==> config.mk <==
export PLATFORM = sky130hd
export DESIGN_NAME = nic_tx_arbiter
export DESIGN_NICKNAME = d
export VERILOG_FILES = /design/src/rtl/nic_tx_arbiter.sv
export SDC_FILE = /design/constraint.sdc
export NUM_CORES = 1
export LEC_CHECK = 0
export CORE_AREA = 8 8 133 135
export CTS_BUF_LIST = sky130_fd_sc_hd__clkbuf_4
export DETAILED_ROUTE_END_ITERATION = 16
export DIE_AREA = 0 0 141 143
export SYNTH_ARGS = -nofsm -noshare
export SYNTH_HDL_FRONTEND = slang
export SYNTH_SLANG_ARGS = --single-unit
==> constraint.sdc <==
create_clock -name clk -period 3.1 [get_ports clk]
set_input_delay 0.62 -clock clk [delete_from_list [all_inputs] [get_ports clk]]
set_output_delay 0.62 -clock clk [all_outputs]
set_load 0.02 [all_outputs]
==> src/rtl/nic_tx_arbiter.sv <==
// nic_tx_arbiter: round-robin arbiter granting one host requester per packet
// and forwarding its flits into the NIC push port under nic_we backpressure.
// Optional feature macro: NIC_ARB_WATCHDOG_EN (stall watchdog with ABORT state).
module nic_tx_arbiter #(
    parameter int unsigned NUM_REQ     = 4,
    parameter int unsigned FLIT_WIDTH  = 64,
    parameter int unsigned MAX_FLITS   = 16,
    parameter int unsigned STALL_LIMIT = 32
) (
    input  logic                            clk,
    input  logic                            rst,
    input  logic [NUM_REQ-1:0]              req_valid,
    input  logic [NUM_REQ-1:0]              req_last,
    input  logic [NUM_REQ*FLIT_WIDTH-1:0]   req_flit,
    output logic [NUM_REQ-1:0]              req_ready,
    input  logic                            nic_we,
    output logic [FLIT_WIDTH-1:0]           flit_out,
    output logic                            push_out,
    output logic                            grant_valid,
    output logic [$clog2(NUM_REQ)-1:0]      grant_id,
    output logic [$clog2(MAX_FLITS+1)-1:0]  flit_cnt,
    output logic [15:0]                     pkt_count,
    output logic                            err_pulse
);

    localparam int unsigned IDW  = $clog2(NUM_REQ);
    localparam int unsigned CNTW = $clog2(MAX_FLITS+1);

`ifdef NIC_ARB_WATCHDOG_EN
    localparam int unsigned SW = $clog2(STALL_LIMIT+1);
    typedef enum logic [1:0] {S_IDLE, S_XFER, S_ABORT} state_t;
`else
    typedef enum logic [0:0] {S_IDLE, S_XFER} state_t;
`endif

    state_t            state_q, state_d;
    logic [IDW-1:0]    rr_ptr_q, rr_ptr_d;
    logic [IDW-1:0]    grant_id_q, grant_id_d;
    logic              grant_valid_q, grant_valid_d;
    logic [CNTW-1:0]   flit_cnt_q, flit_cnt_d;
    logic [15:0]       pkt_count_q, pkt_count_d;
`ifdef NIC_ARB_WATCHDOG_EN
    logic [SW-1:0]     stall_q, stall_d;
`endif

    logic                  pick_found;
    logic [IDW-1:0]        pick_id;
    logic [IDW-1:0]        cand;
    logic                  g_valid;
    logic                  g_last;
    logic [FLIT_WIDTH-1:0] g_flit;
    logic [IDW-1:0]        next_id;

    // Select the granted requester's lane and the successor id for rr_ptr
    always_comb begin
        g_valid = req_valid[grant_id_q];
        g_last  = req_last[grant_id_q];
        g_flit  = req_flit[grant_id_q*FLIT_WIDTH +: FLIT_WIDTH];
        next_id = (grant_id_q == IDW'(NUM_REQ-1)) ? '0 : grant_id_q + 1'b1;
    end

    // First valid requester in search order rr_ptr, rr_ptr+1, ... mod NUM_REQ
    always_comb begin
        pick_found = 1'b0;
        pick_id    = '0;
        cand       = '0;
        for (int unsigned i = 0; i < NUM_REQ; i++) begin
            cand = IDW'((32'(rr_ptr_q) + i) % NUM_REQ);
            if (!pick_found && req_valid[cand]) begin
                pick_found = 1'b1;
                pick_id    = cand;
            end
        end
    end

    // Next-state, bookkeeping and combinational push-path outputs
    always_comb begin
        state_d       = state_q;
        rr_ptr_d      = rr_ptr_q;
        grant_id_d    = grant_id_q;
        grant_valid_d = grant_valid_q;
        flit_cnt_d    = flit_cnt_q;
        pkt_count_d   = pkt_count_q;
`ifdef NIC_ARB_WATCHDOG_EN
        stall_d       = stall_q;
`endif
        req_ready     = '0;
        push_out      = 1'b0;
        flit_out      = '0;
        err_pulse     = 1'b0;

        case (state_q)
            S_IDLE: begin
                if (pick_found) begin
                    state_d       = S_XFER;
                    grant_id_d    = pick_id;
                    grant_valid_d = 1'b1;
                    flit_cnt_d    = '0;
`ifdef NIC_ARB_WATCHDOG_EN
                    stall_d       = '0;
`endif
                end
            end

            S_XFER: begin
                // rst gates the push so an abandoned packet loses no flit
                if (g_valid && nic_we && !rst) begin
                    req_ready[grant_id_q] = 1'b1;
                    push_out              = 1'b1;
                    flit_out              = g_flit;
                    flit_cnt_d            = flit_cnt_q + 1'b1;
                    // The MAX_FLITS-th flit closes the packet even without req_last
                    if (g_last || (flit_cnt_q == CNTW'(MAX_FLITS-1))) begin
                        state_d       = S_IDLE;
                        grant_valid_d = 1'b0;
                        rr_ptr_d      = next_id;
                        if (g_last) begin
                            pkt_count_d = pkt_count_q + 16'd1;
                        end else begin
                            err_pulse   = 1'b1;
                        end
                    end
                end
`ifdef NIC_ARB_WATCHDOG_EN
                // Only a missing requester flit counts; NIC backpressure does not
                if (!g_valid) begin
                    if (stall_q == SW'(STALL_LIMIT-1)) begin
                        state_d       = S_ABORT;
                        grant_valid_d = 1'b0;
                        rr_ptr_d      = next_id;
                    end else begin
                        stall_d = stall_q + 1'b1;
                    end
                end else begin
                    stall_d = '0;
                end
`endif
            end

`ifdef NIC_ARB_WATCHDOG_EN
            S_ABORT: begin
                err_pulse = 1'b1;
                state_d   = S_IDLE;
            end
`endif

            default: begin
                state_d = S_IDLE;
            end
        endcase
    end

    // State and statistics registers with synchronous reset
    always_ff @(posedge clk) begin
        if (rst) begin
            state_q       <= S_IDLE;
            rr_ptr_q      <= '0;
            grant_id_q    <= '0;
            grant_valid_q <= 1'b0;
            flit_cnt_q    <= '0;
            pkt_count_q   <= '0;
`ifdef NIC_ARB_WATCHDOG_EN
            stall_q       <= '0;
`endif
        end else begin
            state_q       <= state_d;
            rr_ptr_q      <= rr_ptr_d;
            grant_id_q    <= grant_id_d;
            grant_valid_q <= grant_valid_d;
            flit_cnt_q    <= flit_cnt_d;
            pkt_count_q   <= pkt_count_d;
`ifdef NIC_ARB_WATCHDOG_EN
            stall_q       <= stall_d;
`endif
        end
    end

    assign grant_valid = grant_valid_q;
    assign grant_id    = grant_id_q;
    assign flit_cnt    = flit_cnt_q;
    assign pkt_count   = pkt_count_q;

endmodule

# Word level (Yosys, flattened, before mapping)

Cells that the tools add are included.

Bitwise operators: 1
Add/subtract/negate cells: 6
Muxes and demuxes: 44
$lt $le $gt $ge: 6
Reductions and logical operators: 16
Shift operators: 1
Eq/ne operators: 5

Operators with widths:

| kind                    | count |
|---|---|
| $shiftx A256 B9 Y64     | 1 |
| $mux W64                | 2 |
| $mux W1                 | 23 |
| $add A16 B1 Y16 const B | 1 |
| $lt A2 B3 Y1 const B    | 5 |
| $bmux W1 S2             | 6 |
| $mux W2                 | 5 |
| $mux W5                 | 2 |
| $pmux W5 S2             | 1 |
| $mux W4                 | 2 |
| $logic_and A1 B1 Y1     | 6 |
| $reduce_and A3 Y1       | 2 |
| $add A5 B1 Y5 const B   | 1 |
| $eq A5 B4 Y1 const B    | 1 |
| $add A2 B1 Y2 const B   | 2 |
| $add A2 B2 Y2 const B   | 2 |
| $logic_not A1 Y1        | 4 |
| $ne A2 B1 Y1 const B    | 2 |
| $pmux W1 S2             | 2 |
| $reduce_and A2 Y1       | 2 |
| $reduce_and A4 Y1       | 1 |
| $demux W1 S2            | 1 |
| $eq A2 B2 Y1 const B    | 1 |
| $ge A2 B1 Y1 const B    | 1 |
| 3 further kinds         | 3 |

Input port bits: 267
Output and inout port bits: 94
Register bits after elaboration: 27
Word-level logic and storage cells: 85

# Longest topological paths before layout

Depth after elaboration: 14
Depth in mapped cells: 8
Mapped depth without buffers: 6

# Worst setup path before layout

OpenSTA, ideal clock, no wires.

Path type: register to output
From: register grant_id_q[0] (netlist: grant_id[0])
To: output flit_out[26]
Data arrival time: 2,010 ps
Buffers on the path: 3
Stages on the path, launching flop included: 6
Required time: 2,480 ps
Path slack: 470 ps
Path through: dfxtp_1 buf_4 buf_2 buf_2 mux4_2 and3_1

Longest elaborated chain between the ends: 6
Elaborated cells between the ends (all ways): 7
Those cells by class: 1 x shift; 4 x mux; 2 x reduce/logical

RTL lines:

| item                                                        | line | text |
|---|---|---|
| from (decl)                                                 | 38   | `logic [IDW-1:0] grant_id_q, grant_id_d;` |
| from (signal assigned)                                      | 168  | `grant_id_q <= grant_id_d;` |
| branches (longest 4 deep; another with $shiftx A256 B9 Y64) | n/a  |  |
| $mux W64 *                                                  | 107  | `if (g_valid && nic_we && !rst) begin` |
| $mux W64 *                                                  | 92   | `case (state_q)` |
| to (decl)                                                   | 17   | `output logic [FLIT_WIDTH-1:0] flit_out,` |

Every way passes the cells marked *. The select of a mux whose other input is x is not followed.

# Worst setup path in the final report

From: input req_valid[3]
To: output flit_out[29]

Longest elaborated chain between the ends: 6

RTL lines:

| item                              | line | text |
|---|---|---|
| from (decl)                       | 12   | `input logic [NUM_REQ-1:0] req_valid,` |
| $bmux W1 S2                       | 56   | `g_valid = req_valid[grant_id_q];` |
| $mux W1 (implied by the code)     | 56   |  |
| $logic_and A1 B1 Y1 (2 in series) | 107  |  |
| $mux W64                          | 107  |  |
| $mux W64                          | 92   |  |

Every way passes these cells. The select of a mux whose other input is x is not followed.

==> metrics.md <==
| Metric | Value |
|---|---|
| Outcome | complete, no violations |
| Nets | between 900 and 1000 |
| CP Data Arrival Time | between 2 and 2.5 ns |
| TritonCTS clock tree | done |
| Peak supply drop | approximately 130 uV |
| Post-synthesis mux area share | 0.444 |
| Slowest CP cell | mux4_2 |
| Syn Std Cell Area | 3390 sq um |
| Type of the worst min-delay path | register to register |
| Setup CP Type | input port to output pin |
| Core ar. | between 15000 and 20000 sq um |
| Worst stage delay on the critical path | around 0.6 ns |
| Worst-path cell chain | clkdlybuf4s50_1, mux4_2, buf_12, and3_1, dlygate4sd2_1 |
| Power per cell area | 172 nW/um^2 |
| Largest family of logic cells by synthesized area | multiplexers |
| Worst skew pair latency | 0.33 ns |
| Synth Area in Compound Gates | 0.0671 |
| Post-synth top area share | 0.438 |
| Synthesized Nets | around 600 |
| Worst setup SP type | input port |
| Worst path bufs/invs | 3 |
| Yosys top cell by area | mux4_2 |
| Die W | 141 um |
| Ratio of cells with drive above 1 in the final layout | 0.138 |
| Utilization after layout | 0.469 |
| Row count | 46 |
| Sequential area share after synthesis | 0.159 |
| Synth Area in XOR/XNOR | 0.0129 |
| Fin. Hold Viols | 0 |
| GRT Util Overall | 0.210 |
| CTS Buffer Depth | 2 |
| Detailed-route via count | ~4500 |
| Min-Delay Startpoint | pkt_count[13]$_SDFFE_PP0P_ |
| Maximum clock rate | 327 MHz |
| Initial Util | 0.218 |
| Post-route ant nets | 0 |
| Final setup viols | 0 |
| Post-route insts no fill | a little under 900 |
| Largest cells by area after synthesis | mux4_2 (44%), dfxtp_1 (16%), and3_1 (13%) |
| Num ports | between 300 and 400 |
| Clock root cell | clkbuf_4 |
| Avg Inst Size Synth | approximately 10 sq um |
| Final worst path period need | 3.06 ns |
| Vias in the first global route | about 4800 |
| Detailed placement HPWL | 19.1 mm |
| Total power | 1.26 mW |
| H-Tree Depth | 1 |
| Delay-heaviest family, CP | buffers and inverters |
| Die height | approximately 140 um |
| Final Cycle Share | 0.986 |
| Worst path required time | about 2.5 ns |
| Ys flop type | dfxtp_1 |
| GPL Wtd Cong | 0.899 |
| Worst-path clk slew | about 0.16 ns |
| Post-synth cell types | 30 |
| Largest net degree at the start of global routing | 47 |
| Max-slew headroom | 0.713 |
| P_leak | 3.05 nW |
| Post-Synth Adder-Cell Area | 0.0258 |
| Final Max Tran Viols | 0 |
| Synthesis-stage register bit count | 27 |
| Worst slack at placement | -0.217 ns |
| Worst-path fanout max | 46 |
| Final WL | ~22 mm |
| YS warnings | 0 |
| Post-cts resize count | just over 70 |
| Initial antenna violation count | 2 |
| # Post-CTS Setup Buffers | 0 |
| Gr ovfl total | 0 |
| WL/cell | approximately 25 um |
| Mapped Cells | 325 |
| R2r setup slk | around 0.95 ns |
| Asr flop ratio synth | 0 |
| P&R area growth vs syn | 115% |
| Placed Instances | slightly below 900 |
| Least-Margin Pin Slew | ~0.43 ns |
| First-pass GRT wire length | between 30 and 40 mm |
| Synth Area in Simple Gates | 0.237 |
| Most frequent cells in the layout | clkdlybuf4s50_1 (289), and3_1 (73), dlygate4sd2_1 (70) |
| Fin Clk Skew | just under 0.01 ns |
| CP endpoint kind | output pin |
| Number of hold buffers added after CTS | 0 |
| Worst Setup SP | req_valid[3] |
| Reg2reg start | grant_id[0]$_SDFFE_PP0P_ |
| Commonest non-fill, non-tap cell in the layout | clkdlybuf4s50_1 |
| Die area | 20200 sq um |
| Post-synth EDFFs | 0 |
| Unrepaired setup endpoints after global routing | no |
| Setup slack after layout | 0.0435 ns |
| Drt first pass iters | 4 |
| I/O Buffers | 360 |
| Worst hold slack | about 0.52 ns |
| DRC | 0 |
| CTS Buf Count | 3 |
| Initial DRC Count | around 240 |
| Max-Cap Viols | 0 |
| Post-DR vias/cell | about 5 |
| Clk sinks | 27 |
## synth_stat cells, drive strengths merged (2+ instances only)
cell type and n:
clkbuf 24, nand4 6, xor2 5, nand2 12, mux4 66, or4 11
buf 13, mux2i 2, o31ai 10, and4 2, nor2 9, ha 7
dfxtp 27, nand3 11, a21oi 22, nand2b 4, o21ai 2, nor3 2
or3 3, and3 73, inv 7
## where the power goes
part,internal [mW],total [mW],switching [mW]
Clock,0.0504,0.165,0.114
Sequential,0.352,0.363,0.0119
Combinational,0.496,0.730,0.234
Total,0.898,1.26,0.360
## metrics by stage
stage	instance area, sq um	setup TNS [ns]
5_1_grt	7310	0
3_5_place_dp	7360	-11.88
3_3_place_gp	7360	-9.39
6_report	7310	0
4_1_cts	7300	0
2_1_floorplan	3390	0
## flip-flops by register name, indices dropped and copies added (netlist names)
| signal | count |
|---|---|
| flit_cnt | 5 |
| pkt_count | 16 |
| grant_valid | 1 |
| rr_ptr_q | 2 |
| state_q | 1 |
| grant_id | 2 |
## worst register-to-register path, stage by stage, from the launching register on
cell and delay [ns]:
dfxtp_4 0.60, mux4_2 0.60, buf_4 0.18, o211ai_1 0.37
inv_1 0.11, o31ai_1 0.23
## worst paths after layout
| check | end | cells past startpoint |
|---|---|---|
| max | flit_out[29] | 5 |
| min | pkt_count[13]$_SDFFE_PP0P_ | 2 |
| max reg2reg | rr_ptr_q[0]$_SDFFE_PP0P_ | 5 |
| min reg2reg | pkt_count[13]$_SDFFE_PP0P_ | 2 |
## layer usage
layer / track usage / share of wire
met4: 0.0232 / 0.010
met3: 0.0664 / 0.093
met1: 0.266 / 0.41
met2: 0.354 / 0.48
met5: 0 / 0.00041
## layout make-up
type	instances	area, sq um
inverter	7	26.3
timing repair buffer	380	3760
fill	1461	8290
clock inverter	1	6.26
antenna	3	7.51
clock buffer	3	22.5
multi-input combinational	254	2670
sequential	27	548
tap	216	270
## cell families after synthesis
family / Yosys count
compound gates: 38
buf+inv: 44
flops: 27
simple gates: 136
fa+ha+maj: 7
xor+xnor: 5
mux: 68
(Power assumes the default switching activity.)
